--- src/rtl/adder_12in_1bit_if.sv ---
// Operand/result bundle for the 12-input popcount adder.
// master drives the operand side, slave is the adder itself.
interface adder_12in_1bit_if #(
  parameter int WIDTH_IN  = 12,
  parameter int WIDTH_OUT = 4
);
  logic                i_valid;
  logic [WIDTH_IN-1:0] i_a;
  logic [WIDTH_OUT:0]  o_sum;
  logic                o_valid;

  modport master (output i_valid, output i_a, input o_sum, input o_valid);
  modport slave  (input i_valid, input i_a, output o_sum, output o_valid);
endinterface

--- src/rtl/adder_12in_1bit.sv ---
// Pipelined ones-count of a 12-bit vector.
// Stage 1: one full adder per 3-bit group (carry-save).
// Stage 2: second FA level plus ripple adder into the registered result.
// Optional macro ADDER_12IN_1BIT_REG_IN_EN adds an input register stage
// (latency 3 instead of 2); results are otherwise identical.

module adder_12in_1bit_fa (
  input  logic a,
  input  logic b,
  input  logic ci,
  output logic s,
  output logic co
);
  assign s  = a ^ b ^ ci;
  assign co = (a & b) | (ci & (a ^ b));
endmodule

module adder_12in_1bit #(
  parameter int WIDTH_IN  = 12,
  parameter int WIDTH_OUT = 4
) (
  input  logic               i_clk,
  input  logic               i_rst,
  adder_12in_1bit_if.slave   bus
);
  localparam int NUM_GRP = WIDTH_IN / 3;

  // The compressor tree below is laid out for exactly four 3-bit groups.
  if (WIDTH_IN != 12 || WIDTH_OUT < 3) begin : g_bad_cfg
    $error("adder_12in_1bit: tree supports WIDTH_IN=12, WIDTH_OUT>=3 only");
  end

`ifdef ADDER_12IN_1BIT_REG_IN_EN
  localparam int STAGES = 3;
`else
  localparam int STAGES = 2;
`endif

  // vld_all[0] is the live input strobe, [STAGES:1] are registered.
  logic [STAGES:1] vld_pipe;
  logic [STAGES:0] vld_all;
  logic            v_s1;   // operand entering stage 1 is valid
  logic            v_s2;   // stage-1 registers hold a valid operand

  assign vld_all = {vld_pipe, bus.i_valid};
  assign v_s1    = vld_all[STAGES-2];
  assign v_s2    = vld_all[STAGES-1];

  // Valid shift register; reset drops everything in flight.
  always_ff @(posedge i_clk or posedge i_rst) begin
    if (i_rst) vld_pipe <= '0;
    else       vld_pipe <= vld_all[STAGES-1:0];
  end

  logic [WIDTH_IN-1:0] a_s1;

`ifdef ADDER_12IN_1BIT_REG_IN_EN
  logic [WIDTH_IN-1:0] a_in_q;

  // Input register; only captures on valid so idle X never enters.
  always_ff @(posedge i_clk or posedge i_rst) begin
    if (i_rst)            a_in_q <= '0;
    else if (bus.i_valid) a_in_q <= bus.i_a;
  end

  assign a_s1 = a_in_q;
`else
  assign a_s1 = bus.i_a;
`endif

  // ---------------- stage 1: per-group full adders ----------------
  logic [NUM_GRP-1:0] grp_s, grp_c;
  logic [NUM_GRP-1:0] s_q, c_q;

  for (genvar g = 0; g < NUM_GRP; g++) begin : g_grp
    adder_12in_1bit_fa u_fa (
      .a  (a_s1[3*g]),
      .b  (a_s1[3*g+1]),
      .ci (a_s1[3*g+2]),
      .s  (grp_s[g]),
      .co (grp_c[g])
    );
  end

  // Capture group sums/carries; held on bubbles so X can't leak forward.
  always_ff @(posedge i_clk or posedge i_rst) begin
    if (i_rst) begin
      s_q <= '0;
      c_q <= '0;
    end else if (v_s1) begin
      s_q <= grp_s;
      c_q <= grp_c;
    end
  end

  // ---------------- stage 2: second FA level + ripple ----------------
  // Weights: s_q bits are 1, c_q bits are 2.
  logic a_s, a_c;  // FA(s0,s1,s2): a_s w1, a_c w2
  logic b_s, b_c;  // FA(c0,c1,c2): b_s w2, b_c w4
  logic d_s, d_c;  // FA(a_c,b_s,c3): d_s w2, d_c w4

  adder_12in_1bit_fa u_fa_s (.a(s_q[0]), .b(s_q[1]), .ci(s_q[2]), .s(a_s), .co(a_c));
  adder_12in_1bit_fa u_fa_c (.a(c_q[0]), .b(c_q[1]), .ci(c_q[2]), .s(b_s), .co(b_c));
  adder_12in_1bit_fa u_fa_m (.a(a_c),    .b(b_s),    .ci(c_q[3]), .s(d_s), .co(d_c));

  // Two remaining operands: {b_c,d_s,a_s} + {d_c,0,s3}, zero-extended.
  logic [WIDTH_OUT-1:0] op_x, op_y;
  always_comb begin
    op_x      = '0;
    op_y      = '0;
    op_x[2:0] = {b_c, d_s, a_s};
    op_y[2:0] = {d_c, 1'b0, s_q[3]};
  end

  logic [WIDTH_OUT:0] rc;     // rc[i] is the carry into bit i
  logic [WIDTH_OUT:0] sum_d;

  assign rc[0] = 1'b0;
  for (genvar i = 0; i < WIDTH_OUT; i++) begin : g_rip
    adder_12in_1bit_fa u_fa (
      .a  (op_x[i]),
      .b  (op_y[i]),
      .ci (rc[i]),
      .s  (sum_d[i]),
      .co (rc[i+1])
    );
  end
  assign sum_d[WIDTH_OUT] = rc[WIDTH_OUT];

  logic [WIDTH_OUT:0] sum_q;

  // Result register updates only on a valid operand, otherwise holds.
  always_ff @(posedge i_clk or posedge i_rst) begin
    if (i_rst)     sum_q <= '0;
    else if (v_s2) sum_q <= sum_d;
  end

  assign bus.o_sum   = sum_q;
  assign bus.o_valid = vld_pipe[STAGES];
endmodule

--- src/flat_wrapper.sv ---
// flat-port wrapper written by rule: the top's interface ports become plain ports
module adder_12in_1bit_flat 
#(
  parameter int WIDTH_IN  = 12,
  parameter int WIDTH_OUT = 4
)
  (i_clk, i_rst, bus_i_valid, bus_i_a, bus_o_sum, bus_o_valid);
  adder_12in_1bit_if #(.WIDTH_IN(WIDTH_IN), .WIDTH_OUT(WIDTH_OUT)) bus_i ();
  input  logic i_clk;
  input  logic i_rst;
  input wire logic [$bits(bus_i.i_valid)-1:0] bus_i_valid;
  input wire logic [$bits(bus_i.i_a)-1:0] bus_i_a;
  output wire logic [$bits(bus_i.o_sum)-1:0] bus_o_sum;
  output wire logic [$bits(bus_i.o_valid)-1:0] bus_o_valid;
  assign bus_i.i_valid = bus_i_valid;
  assign bus_i.i_a = bus_i_a;
  assign bus_o_sum = bus_i.o_sum;
  assign bus_o_valid = bus_i.o_valid;
  adder_12in_1bit #(.WIDTH_IN(WIDTH_IN), .WIDTH_OUT(WIDTH_OUT)) u_core (.i_clk(i_clk), .i_rst(i_rst), .bus(bus_i));
endmodule
--- config.mk ---
export PLATFORM = sky130hd
export DESIGN_NAME = adder_12in_1bit_flat
export DESIGN_NICKNAME = d
export VERILOG_FILES = /design/src/rtl/adder_12in_1bit_if.sv /design/src/rtl/adder_12in_1bit.sv /design/src/flat_wrapper.sv
export SDC_FILE = /design/constraint.sdc
export NUM_CORES = 1
export LEC_CHECK = 0
export CAP_MARGIN = 25
export CORE_ASPECT_RATIO = 0.5
export CORE_UTILIZATION = 29
export DETAILED_ROUTE_END_ITERATION = 12
export GPL_TIMING_DRIVEN = 0
export HOLD_SLACK_MARGIN = 0.15
export PLACE_DENSITY = 0.58
export SYNTH_ARGS = -nofsm -noshare
export SYNTH_HDL_FRONTEND = slang
export SYNTH_HIERARCHICAL = 1
export SYNTH_SLANG_ARGS = --single-unit
--- constraint.sdc ---
create_clock -name i_clk -period 6.9 [get_ports i_clk]
set_input_delay 1.38 -clock i_clk [delete_from_list [all_inputs] [get_ports i_clk]]
set_output_delay 1.38 -clock i_clk [all_outputs]
set_load 0.1 [all_outputs]
==> out/results.ini, run 1 <==
[outcome]
outcome = complete, no violations

[synth]
yosysMostFrequentCell = dfrtp_1
synth_top_flop_cell = dfrtp_1
ys_top_cells_by_count = dfrtp_1, fa_1, mux2_4, mux2_2
syn_area_um2 = 791
yosysTopAreaCellShare = 0.475
ys_seq_area_frac = 0.475
synthArstFlopShare = 1.00
syn_inst = 42
yosysUniqueCellTypes = 7
synth_area_leaders = dfrtp_1, fa_1, mux2_4, mux2_2, buf_6
ys_ff_latch = 15
synth_warnings = 6
synth_top_cell_by_area = dfrtp_1
synth_edf_count = 0
avgSynthCellArea_um2 = 18.8

[power_and_ir_drop]
switchingPower_uw = 193
internal_power_uw = 233
p_seq_frac = 0.294
p_total_uw = 426
p_clk_frac = 0.160
p_sw_frac = 0.453
p_per_area_nw_per_um2 = 391
p_leak_nw = 0.467
power_frac_comb = 0.545
peakVddDrop_mv = 0.202

[worst_setup_path]
crit_arrival_ps = 1720
critPathTopFamily = buffers and inverters
crit_buf_inv = 1
r2r-start = u_core/c_q[0]
r2r_slack_ps = 3800
cp-start-kind = register
cpPeakStageDelay_ps = 1130
rr_worst_depth = 6
crit_type = register to output port
crit_chain = clkdlybuf4s50_1
critPathMaxFanout = 2
end_kind = output port
timing.rr.end = u_core/bus.o_sum[3]
worstPathRequired_ps = 5520
cp_slowest_cell = clkdlybuf4s50_1

[grt]
grt_overflow_total = 0
grt_start_max_net_pins = 16
grt_pass1_vias = 468
grt_pass1_wl_um = 2370
antenna_found_initial = 0
track_usage = 0.123

[finish]
fin_nets = 96
syn2layout_area_growth_pct = 38.0
drive_gt1_frac = 0.246
fin_util = 0.457
fin_cells = 104
num-fill-cells = 195
n_antenna_cell = 0

[sta]
fmax_ghz = 0.322
report.final.slew_viol_count = 0
min_period_ps = 3100
relSlewSlack = 0.356
finalSetupViolations = 0
worst_slew_pin_slew_ps = 964
fin_tns_setup_ps = 0
fin_crit_sh = 0.450
fin_skew_ps = 1.84
hold_violations = 0
rsz0062_at_grt = no

[clock_network]
cts_tree = yes
hold_buffers = 0
clkTransAtPathRegs_ps = 60
cts_resized = 0
cts.sinks = 15
htreeDepth = 1
cts_buffer_depth = 2
clockRootBuffer = clkbuf_8
cts_setup_buffers = 0
worstSkewPairLatency_ps = 240
cts_buffers = 3

[die]
ioPinCount = 21
die_width_um = 75.8
start_util = 0.331
die_h_um = 38.9
core_area_um2 = 2390
rows = 12
dieArea_um2 = 2950

[flow_run]
maxCapViolCount = 0

[detailed_routing]
postRouteWirelength_um = 1300
vias_per_cell = 3.92
wl_per_cell_um = 12.5
firstDrtPassIters = 2
vias = 408
drc_errors = 0
final_antenna_net_count = 0
dr.first_iter.drc_count = 7

[min_path]
min_from = u_core/bus.o_sum[1]
holdPathStages = 1
hold_end = u_core/bus.o_sum[1]
hold_class = register to register

[place]
place_inst = 100
io_buffers = 20
gp_congestion = 0.682
dp.final_hpwl_um = 1100

[flip-flops by register name, indices dropped and copies added (netlist names)]
register / flops
u_core/bus.o_sum: 5
u_core/c_q: 4
u_core/s_q: 4
u_core/vld_pipe: 2
[cells by family (layout without fill, tap and decap cells)]
group	count (synthesis)	after routing	share of synthesized area
fa+ha+maj	11	11	0.278
mux	13	13	0.223
other cells	1	4	0.00474
flops	15	15	0.475
buf+inv	2	26	0.0190
[per-stage QoR]
step	setup slack [ps]	cell area, um^2	hold WS [ps]
after floorplan	3910	802	468
after global placement	3810	1050	489
after detailed placement	3770	1050	498
after CTS	3770	1090	511
after global routing	3690	1090	526
final	3800	1090	504
[worst max-delay path by stage]
| stage | start | to | slack [ps] | depth (start not counted) |
|---|---|---|---|---|
| after floorplan | u_core/c_q[0] | u_core/bus.o_sum[3] | 3910 | 6 |
| after global placement | u_core/c_q[0] | u_core/bus.o_sum[3] | 3810 | 6 |
| after detailed placement | u_core/c_q[0] | u_core/bus.o_sum[3] | 3770 | 6 |
| after CTS | u_core/c_q[0] | u_core/bus.o_sum[3] | 3770 | 6 |
| after global routing | u_core/c_q[0] | u_core/bus.o_sum[3] | 3690 | 6 |
| final | u_core/bus.o_sum[3] | bus_o_sum[3] | 3800 | 1 |
[power groups by stage]
stage / combinational, mW / clock (mW) / sequential (mW)
final: 0.232 / 0.0684 / 0.125
after detailed placement: 0.236 / 0 / 0.129
after global routing: 0.249 / 0.0779 / 0.130
after global placement: 0.230 / 0 / 0.126
after CTS: 0.236 / 0.0724 / 0.127
after floorplan: 0.0687 / 0 / 0.233
[layout by cell type (no fill, tap or decap), drive strengths merged]
cell type / count
buf: 1
clkbuf: 4
clkdlybuf4s50: 20
dfrtp: 15
conb: 4
inv: 1
fa: 11
mux2: 13
[per-layer routing]
metal | routed length (um) | track usage
met3 | 46 | 0.0469
met2 | 661 | 0.188
met4 | 12 | 0.0556
met1 | 581 | 0.155
met5 | 0 | 0
[cell type report]
type,count,area (um^2),share of cell area
Multi-Input combinational cell,28,412,0.377
Timing Repair Buffer,20,200,0.183
Inverter,1,3.75,0.00344
Buffer,1,11.3,0.0103
Tap cell,35,43.8,0.0401
Sequential cell,15,375,0.344
Clock buffer,4,45.0,0.0413
No activity file was read; power rests on OpenSTA's default activity.
==> inputs of run 2 (changes only) <==
--- a/config.mk
+++ b/config.mk
@@ -11,7 +11,7 @@
 export DETAILED_ROUTE_END_ITERATION = 12
 export GPL_TIMING_DRIVEN = 0
 export HOLD_SLACK_MARGIN = 0.15
-export PLACE_DENSITY = 0.58
+export PLACE_DENSITY = 0.6
 export SYNTH_ARGS = -nofsm -noshare
 export SYNTH_HDL_FRONTEND = slang
 export SYNTH_HIERARCHICAL = 1
==> constraint.sdc (replaced) <==
create_clock -name i_clk -period 2.8 [get_ports i_clk]
set_input_delay 0.56 -clock i_clk [delete_from_list [all_inputs] [get_ports i_clk]]
set_output_delay 0.56 -clock i_clk [all_outputs]
set_load 0.1 [all_outputs]
==> out/results.ini, run 2 (synthesis results as in run 1) <==
[finish]
n_antenna_cell = 0  ; unchanged
drive_gt1_frac = 0.300  ; was 0.246
fin_cells = 105  ; was 104
final_common_cell = clkdlybuf4s50_1  ; unchanged
syn2layout_area_growth_pct = 40.2  ; was 38.0%
num-fill-cells = 205  ; was 195
largest_reg_flops = 5  ; unchanged
fin_util = 0.464  ; was 0.457
fin_nets = 97  ; was 96
layout_common_cells = clkdlybuf4s50_1, dfrtp_1, mux2_4, fa_1  ; was clkdlybuf4s50_1, dfrtp_1, fa_1

[clock_network]
cts_tree = yes  ; unchanged
cts.sinks = 15  ; unchanged
cts_buffer_depth = 2  ; unchanged
worstSkewPairLatency_ps = 250  ; was 240 ps
clkTransAtPathRegs_ps = 60  ; about the same
htreeDepth = 1  ; unchanged
hold_buffers = 0  ; unchanged
cts_buffers = 3  ; unchanged
clockRootBuffer = clkbuf_8  ; unchanged

[power_and_ir_drop]
power_frac_comb = 0.550  ; was 0.545
internal_power_uw = 586  ; was 233 uW
p_sw_frac = 0.454  ; was 0.453
switchingPower_uw = 488  ; was 193 uW
p_total_mw = 1.07  ; was 426 uW
peakVddDrop_mv = 0.542  ; was 0.202 mV
p_clk_frac = 0.161  ; was 0.160
p_per_area_nw_per_um2 = 969  ; was 391 nW/um^2
p_leak_nw = 0.477  ; was 0.467 nW
p_seq_frac = 0.289  ; was 0.294

[flow_run]
maxCapViolCount = 0  ; unchanged

[place]
gp_congestion = 0.718  ; was 0.682
io_buffers = 20  ; unchanged
place_inst = 100  ; unchanged
preCtsSetupSlack_ps = -187  ; was 3770 ps

[worst_setup_path]
worstPathRequired_ps = 2930  ; was 5520 ps
crit_type = register to register  ; was register to output port
crit_arrival_ps = 3100  ; was 1720 ps
critPathMaxFanout = 2  ; unchanged
end_kind = register  ; was output port
cp-start-kind = register  ; unchanged

[outcome]
outcome = complete, but fails checks  ; was complete, no violations
violations = negative setup slack

[sta]
rsz0062_at_grt = yes  ; was no
min_period_ps = 2970
whs_ps = 505  ; was 504 ps
hold_violations = 0  ; unchanged
fin_skew_ps = 4.32  ; was 1.84 ps
finalSetupViolations = 1  ; was 0
fin_crit_sh = 1.06
fmax_ghz = 0.336
report.final.slew_viol_count = 0  ; unchanged
worst_slew_pin_slew_ps = 970  ; was 964 ps
worst_slack_ps = -175  ; was 3800 ps
relSlewSlack = 0.351  ; was 0.356

[grt]
grt_start_max_net_pins = 16  ; unchanged
antenna_found_initial = 0  ; unchanged
grt_pass1_wl_um = 2270  ; was 2370 um
track_usage = 0.120  ; was 0.123
grt_overflow_total = 0  ; unchanged
grt_pass1_vias = 471  ; was 468

[detailed_routing]
firstDrtPassIters = 2  ; unchanged
dr.first_iter.drc_count = 10  ; was 7
postRouteWirelength_um = 1370  ; was 1300 um
drc_errors = 0  ; unchanged
final_antenna_net_count = 0  ; unchanged
vias = 426  ; was 408
wl_per_cell_um = 13.0  ; was 12.5 um
vias_per_cell = 4.06  ; was 3.92

[die]
die_width_um = 75.8  ; unchanged
ioPinCount = 21  ; unchanged
core_area_um2 = 2390  ; unchanged
die_h_um = 38.9  ; unchanged
start_util = 0.331  ; unchanged
dieArea_um2 = 2950  ; unchanged
rows = 12  ; unchanged

[min_path]
hold_class = register to register  ; unchanged

run 2: path summary, 6_finish.rpt:
path,from,end,slack (ps),cells past startpoint
max,u_core/c_q[0],u_core/bus.o_sum[3],-170,6
min,u_core/bus.o_sum[1],u_core/bus.o_sum[1],510,1
max reg2reg,u_core/c_q[0],u_core/bus.o_sum[3],-170,6
min reg2reg,u_core/bus.o_sum[1],u_core/bus.o_sum[1],510,1
max in group asynchronous,i_rst,u_core/c_q[1],1760,2
min in group asynchronous,i_rst,u_core/c_q[0],660,2
run 2: metrics by stage:
step	setup TNS, ps	area (um^2)
floorplan	0	807
global placement	-132	1050
detailed placement	-187	1050
CTS	-197	1110
global route	-257	1110
finish	-175	1110
run 2: per-layer routing:
| metal | global-route usage | vias up | share of wire |
|---|---|---|---|
| met5 | 0 | - | 0 |
| met4 | 0.0694 | 0 | 0.015 |
| met3 | 0.0391 | 2 | 0.031 |
| met2 | 0.197 | 8 | 0.51 |
| met1 | 0.141 | 227 | 0.44 |
| li1 | - | 189 | - |
run 2: critical path: stages, from the launching register on:
cell	delay, ps
dfrtp_1	400
fa_1	560
fa_1	440
fa_2	390
fa_2	350
fa_1	430
mux2_4	270
run 2: layout make-up:
class	count	area (um^2)	area share
inverter	1	3.75	0.00339
sequential	15	375	0.339
multi-input combinational	28	420	0.379
buffer	1	11.3	0.0102
tap	35	43.8	0.0395
clock buffer	3	41.3	0.0372
timing repair buffer	21	208	0.187
clock inverter	1	5.00	0.00451
run 2: repair_timing:
| item | 4_1_cts | 5_1_grt |
|---|---|---|
| buffers inserted | 1 | 0 |
| gates resized for setup | 1 | 0 |
| endpoints found under the setup margin | 1 | 1 |
run 2: power by group through the flow:
stage	Combinational (mW)	Sequential, mW	Clock [mW]
final	0.591	0.310	0.173
after global routing	0.631	0.318	0.197
after CTS	0.603	0.312	0.181
after detailed placement	0.592	0.315	0
after global placement	0.572	0.311	0
after floorplan	0.173	0.575	0
